File: config.mk
export PLATFORM = sky130hd
export DESIGN_NAME = issue_queue_flat
export DESIGN_NICKNAME = d
export VERILOG_FILES = /design/src/rtl/issue_queue_pkg.sv /design/src/rtl/issue_queue_if.sv /design/src/rtl/issue_queue.sv /design/src/flat_wrapper.sv
export SDC_FILE = /design/constraint.sdc
export NUM_CORES = 1
export LEC_CHECK = 0
export ABC_AREA = 1
export CORE_UTILIZATION = 50
export DETAILED_ROUTE_END_ITERATION = 10
export PLACE_DENSITY_LB_ADDON = 0.05
export SYNTH_ARGS = -nofsm -noshare
export SYNTH_HDL_FRONTEND = slang
export SYNTH_SLANG_ARGS = --single-unit
File: constraint.sdc
create_clock -name clk -period 14.27 [get_ports clk]
set_clock_uncertainty 0.05 [all_clocks]
set_input_delay 2.854 -clock clk [delete_from_list [all_inputs] [get_ports clk]]
set_output_delay 2.854 -clock clk [all_outputs]
set_load 0.02 [all_outputs]
File: src/rtl/issue_queue_pkg.sv
// Shared definitions for the issue queue: geometry, entry layout and the
// control-unit stall bit positions that feed stall_push / stall_pop.
package issue_queue_pkg;

    typedef logic bool;
    localparam bool TRUE  = 1'b1;
    localparam bool FALSE = 1'b0;

    localparam int IQ_DEPTH   = 8;
    localparam int IQ_PTR_W   = 3;
    localparam int IQ_CNT_W   = 4;
    localparam int IQ_ENTRY_W = 64;

    localparam logic [IQ_CNT_W-1:0] IQ_FULL_CNT = 4'd8;

    typedef struct packed {
        logic [31:0] pc;
        logic [31:0] inst;
    } iq_entry_t;

    // Positions within the control unit's stall_signal vector
    localparam int STALL_SIGNAL_W = 4;
    localparam int STALL_IQ_BIT   = 3;
    localparam int STALL_IS_BIT   = 2;

endpackage

File: src/rtl/issue_queue_if.sv
// Handshake bundle between the id-is register / control unit and the issue stage.
interface issue_queue_if;
    import issue_queue_pkg::*;

    logic                in_valid;
    iq_entry_t           in_data;
    logic                stall_push;
    logic                stall_pop;
    logic                flash;
    logic                out_valid;
    iq_entry_t           out_data;
    logic                stall_from_issue;
    logic [IQ_CNT_W-1:0] count;

    modport slave (
        input  in_valid, in_data, stall_push, stall_pop, flash,
        output out_valid, out_data, stall_from_issue, count
    );

    modport master (
        output in_valid, in_data, stall_push, stall_pop, flash,
        input  out_valid, out_data, stall_from_issue, count
    );
endinterface

File: src/rtl/issue_queue.sv
// Eight-entry circular issue queue; all outputs come from registered state,
// so a newly pushed entry becomes visible one cycle after its push edge.
module issue_queue
    import issue_queue_pkg::*;
(
    input  logic          clk,
    input  logic          rst,
    issue_queue_if.slave  bus
);

    iq_entry_t           mem_q [IQ_DEPTH];
    logic [IQ_PTR_W-1:0] head_q, head_d;
    logic [IQ_PTR_W-1:0] tail_q, tail_d;
    logic [IQ_CNT_W-1:0] count_q, count_d;

    logic push_en;
    logic pop_en;
    logic full;
    logic empty;

    assign full  = (count_q == IQ_FULL_CNT);
    assign empty = (count_q == '0);

    // A full queue refuses pushes even when the head leaves this same cycle
    always_comb begin
        push_en = bus.in_valid && !bus.stall_push && !bus.flash && !full;
        pop_en  = !empty && !bus.stall_pop && !bus.flash;
    end

    always_comb begin
        head_d  = head_q;
        tail_d  = tail_q;
        count_d = count_q;
        if (bus.flash) begin
            head_d  = '0;
            tail_d  = '0;
            count_d = '0;
        end else begin
            if (push_en) tail_d = tail_q + 3'd1;
            if (pop_en)  head_d = head_q + 3'd1;
            if (push_en && !pop_en)      count_d = count_q + 4'd1;
            else if (pop_en && !push_en) count_d = count_q - 4'd1;
        end
    end

    always_ff @(posedge clk) begin
        if (rst) begin
            head_q  <= '0;
            tail_q  <= '0;
            count_q <= '0;
        end else begin
            head_q  <= head_d;
            tail_q  <= tail_d;
            count_q <= count_d;
        end
    end

    // Entry storage carries no reset; rst blocks the write so a reset edge
    // cannot leave a stray entry behind the cleared pointers.
    always_ff @(posedge clk) begin
        if (push_en && !rst) begin
            mem_q[tail_q] <= bus.in_data;
        end
    end

    always_comb begin
        bus.out_valid        = !empty;
        bus.out_data         = mem_q[head_q];
        bus.stall_from_issue = full;
        bus.count            = count_q;
    end

endmodule

File: src/flat_wrapper.sv
// flat-port wrapper written by rule: the top's interface ports become plain ports
module issue_queue_flat import issue_queue_pkg::*;
  (clk, rst, bus_in_valid, bus_in_data, bus_stall_push, bus_stall_pop, bus_flash, bus_out_valid, bus_out_data, bus_stall_from_issue, bus_count);
  issue_queue_if bus_i ();
  input  logic clk;
  input  logic rst;
  input wire logic [$bits(bus_i.in_valid)-1:0] bus_in_valid;
  input wire logic [$bits(bus_i.in_data)-1:0] bus_in_data;
  input wire logic [$bits(bus_i.stall_push)-1:0] bus_stall_push;
  input wire logic [$bits(bus_i.stall_pop)-1:0] bus_stall_pop;
  input wire logic [$bits(bus_i.flash)-1:0] bus_flash;
  output wire logic [$bits(bus_i.out_valid)-1:0] bus_out_valid;
  output wire logic [$bits(bus_i.out_data)-1:0] bus_out_data;
  output wire logic [$bits(bus_i.stall_from_issue)-1:0] bus_stall_from_issue;
  output wire logic [$bits(bus_i.count)-1:0] bus_count;
  assign bus_i.in_valid = bus_in_valid;
  assign bus_i.in_data = bus_in_data;
  assign bus_i.stall_push = bus_stall_push;
  assign bus_i.stall_pop = bus_stall_pop;
  assign bus_i.flash = bus_flash;
  assign bus_out_valid = bus_i.out_valid;
  assign bus_out_data = bus_i.out_data;
  assign bus_stall_from_issue = bus_i.stall_from_issue;
  assign bus_count = bus_i.count;
  issue_queue u_core (.clk(clk), .rst(rst), .bus(bus_i));
endmodule
# Word-level counts from Yosys, hierarchy flattened
# Memory sizes are Yosys's and may differ from the RTL's. A register that Yosys moved wholly into a read port is not among the register bits.
# Index checks and enable logic that the tools add are counted.
dict set report word_totals {
  regBits 10
  ram_bits 512
  in_bits 70
  output_inout_bits 70
  mem_count 1
}
dict set report classes {
  n_addsub 4
  eq_ne 1
  mux 6
  reduce_logical 19
}
# memory depth width rd rd_clocked_by_memory_dff wr line_no
set mem_list {}
lappend mem_list {u_core.mem_q 8 64 1 1 1 issue_queue.sv:11} ;# iq_entry_t mem_q [IQ_DEPTH];
# cell count
set ops {}
lappend ops {{$logic_and 1x1->1} 8}
lappend ops {{$logic_not 1->1} 8}
lappend ops {{$mux 4} 2}
lappend ops {{$add 3x1->3 const B} 2}
lappend ops {{$mux 3} 2}
lappend ops {{$add 4x1->4 const B} 1}
lappend ops {{$eq 4x4->1 const B} 1}
lappend ops {{$logic_not 4->1} 1}
lappend ops {{$sub 4x1->4 const B} 1}
lappend ops {{$mux 1} 2}
lappend ops {{$reduce_bool 2->1} 1}
lappend ops {{$reduce_or 2->1} 1}

# Depth between registers and ports, before layout
dict set report logic_depth {
  depth_word 8
  ltp_mapped 14
  ltp_nobuf 14
}

# Worst setup path before layout
# OpenSTA, ideal clock, no wires.
dict set report synth_path {
  path_kind {input to register}
  startpoint {in bus_flash}
  endpoint {mem u_core.mem_q[0][0] (netlist bit), enable pin}
  arrival_time_ps 6174
  required_time_ps 13734
  setup_slack_ps 7559
  stages 4
  n_path_buf 0
  cell_sequence {nor3b_2 -> nand2_1 -> or2_2 -> nor2_1}
}
dict set report synth_between {
  elab_chain_cells 6
}
# element line_no
set synth_rtl {}
lappend synth_rtl {{start, declared} flat_wrapper.sv:11} ;# input wire logic [$bits(bus_i.flash)-1:0] bus_flash;
lappend synth_rtl {{$logic_not 1->1} issue_queue.sv:26} ;# push_en = bus.in_valid && !bus.stall_push && !bus.flash && !full;
lappend synth_rtl {{$logic_and 1x1->1 (2 in series)} issue_queue.sv:26}
lappend synth_rtl {{$logic_and 1x1->1} issue_queue.sv:61} ;# if (push_en && !rst) begin
lappend synth_rtl {{$mux 1} issue_queue.sv:61}
lappend synth_rtl {{$mux 1 (not written as such)} issue_queue.sv:62} ;# mem_q[tail_q] <= bus.in_data;
lappend synth_rtl {{end, declared} issue_queue.sv:11}
# No other way between the ends.

==> impl_metrics.yaml <==
routing:
  routed_wl_um: 47300
  viasPerCell: 5.25
  via_count: 13100
  wl_per_cell_um: 19.0
  first_iter_violations: 974
  ant_nets: 0
  first_pass_iters: 5
  drc: 0
timing:
  fin_ws_ps: 6990
  fin_setup_tns_ps: 0
  fmax_ghz: 0.137
  slew_viol_final: 0
  whs_ps: 436
  rsz0062_at_grt: "false"
  relSlewSlack_pct: 18.7
  setup_viol: 0
  finalCritPeriodShare_pct: 51.0
  hold_viol: 0
  period_needed_ps: 7280
  max_slew.worst_pin.slew_ps: 1220
grt:
  antenna_found_initial: 2
  grt_pass1_vias: 12600
  grt_pass1_wl_um: 73000
  grt_usage_pct: 22.0
  grt-ovfl-total: 0
  grt_max_degree: 185
synthesis:
  yosys_register_bits: 525
  synth_cells: 1802
  synth_nets: 1878
  synth_seq_area_share_pct: 73.9
  avgSynthCellArea_um2: 11.7
  synth_warnings: 0
  ys_types: 22
  netlist_area_mm2: 0.0211
min_path:
  worstHoldStart: "u_core.head_q[1]"
  holdPathStages: 2
  worstHoldPathType: "register to register"
final_layout:
  final-seq-area_mm2: 0.0156
  drive_above_1_share_pct: 5.27
  nets: 1988
  nFillCells: 3353
  multi_input_area_mm2: 0.00486
  area_growth_pct: 15.2
  fin_area_mm2: 0.0244
  layout.cells.non_filler: 2489
  final_util_pct: 59.0
setup_path:
  crit_fanout: 157
  r2r_start: "u_core.bus.count[0]"
  start_kind: "register"
  reg2reg_slack_ps: 11050
  worst_setup_path_end_kind: "output port"
  worstPathRequired_ps: 11370
  path_class: "register to output port"
  r2r_end: "u_core.mem_q[0][49]"
  crit_arrival_ps: 4380
  worst-r2r-cell-count: 6
floorplanning:
  rows: 74
  start_util_pct: 51.2
  dieArea_mm2: 0.0431
  core_mm2: 0.0413
  dieHeight_um: 208
  io_pins: 140
  fp.dieW_um: 208
pwr:
  power_density_mw_per_mm2: 126
  power_leakage_nw: 8.71
  finalPower_mw: 3.08
  peakVddDrop_mv: 0.0973
clocking:
  clkTransAtPathRegs_ps: 60
  ctsHoldBuffers: 0
  ctsResizeCount: 0
  cts_buffers: 53
  htree_levels: 2
  cts_tree: "yes"
  clk_latency_ps: 590
  post_cts_buffers: 0
  cts_buffer_depth: 3
  cts-root-buf: "clkbuf_16"
  cts_sinks: 525
place:
  place_ws_ps: 7630
  place.port_buffers: 139
  gp_congestion: 0.728
  dp_hpwl_um: 22900
  placed_area_mm2: 0.0228
  dp_cells: 2389
outcome:
  status: "complete, no violations"
job:
  maxCapViolations: 0
## cell usage after synthesis, drive strengths merged
cell | n | area, um2
xor2 | 3 | 26.3
clkbuf | 26 | 116
nor2 | 530 | 1990
inv | 17 | 63.8
edfxtp | 512 | 15400
buf | 73 | 534
or2 | 3 | 18.8
o21ai | 257 | 1290
ha | 5 | 62.6
a21oi | 7 | 35.0
nor3b | 1 | 12.5
dfxtp | 13 | 260
nand3 | 13 | 65.1
fa | 1 | 20.0
o21bai | 1 | 7.51
nand2 | 340 | 1280
## placed cells by master (no fill, tap or decap)
| master | count |
|---|---|
| nand3_1 | 13 |
| o21ai_1 | 224 |
| clkinvlp_4 | 1 |
| inv_6 | 1 |
| clkbuf_16 | 53 |
| xor2_1 | 3 |
| clkbuf_1 | 11 |
| buf_4 | 14 |
| clkinv_1 | 16 |
| a21oi_1 | 7 |
| nor3b_2 | 1 |
| dfxtp_2 | 1 |
| nor2_4 | 8 |
| inv_4 | 1 |
| ha_1 | 5 |
| clkdlybuf4s50_1 | 139 |
| edfxtp_1 | 512 |
| inv_2 | 1 |
| dfxtp_4 | 2 |
| o21bai_1 | 1 |
| buf_12 | 1 |
| bufinv_16 | 3 |
| inv_1 | 14 |
| clkinv_2 | 13 |
| or2_2 | 3 |
| dfxtp_1 | 10 |
| fa_1 | 1 |
| o21ai_0 | 33 |
| nor2_1 | 522 |
| diode_2 | 3 |
| nand2_1 | 340 |
## critical path, cell delays in order, from the launching register on
cell and delay, ps:
dfxtp_4 570, inv_6 910, buf_4 970, o21ai_0 220, nand2_1 110, nand2_1 50, nand2_1 120, clkdlybuf4s50_1 610
## state kept, by name (all words and copies together), names as in the netlist, named ones only
| register | flops |
|---|---|
| u_core.mem_q | 512 |
| u_core.bus.count | 4 |
| u_core.head_q | 3 |
| u_core.tail_q | 3 |
## area by class of cell
| type | instances | area share, % |
|---|---|---|
| clock buffers | 64 | 5.62 |
| flip-flops and latches | 525 | 64.2 |
| diodes | 3 | 0.0308 |
| repair buffers | 154 | 6.23 |
| well taps | 532 | 2.73 |
| multi-input cells | 1161 | 20.0 |
| clock inverters | 33 | 0.914 |
| inverters | 17 | 0.293 |
## report_power, final
group	internal [mW]	leakage, nW	switching, mW	total [mW]
Sequential	1.70	4.71	0.00293	1.70
Combinational	0.0390	3.21	0.0585	0.0974
Clock	0.732	0.785	0.550	1.28
Total	2.47	8.71	0.611	3.08
## worst max path at each step
stage | startpoint | to | slack (ps) | cells after the start
global route | register | bus_out_data[63] | 6690 | 7
CTS | register | bus_out_data[63] | 7000 | 7
floorplan | bus_flash | u_core.mem_q[0][0] | 7560 | 4
global placement | register | bus_out_data[63] | 7610 | 7
finish | register | bus_out_data[1] | 6990 | 7
detailed placement | register | bus_out_data[63] | 7630 | 7
## logic make-up after synthesis
family                     share of synthesized area [%]
AOI/OAI and AO/OA                                   6.28
buffers and inverters                               3.38
DFF                                                 73.9
xor gates and xnor gates                           0.124
and+or+nand+nor                                     15.9
adders and majority gates                          0.390
## metal layers
layer  GRT usage, %  routed length (um)
met1           30.1               21600
met5              0                   0
met4           5.82                 781
met2           36.7               22700
met3           3.72                2120
Note: power is estimated with default switching activity, not from simulation.
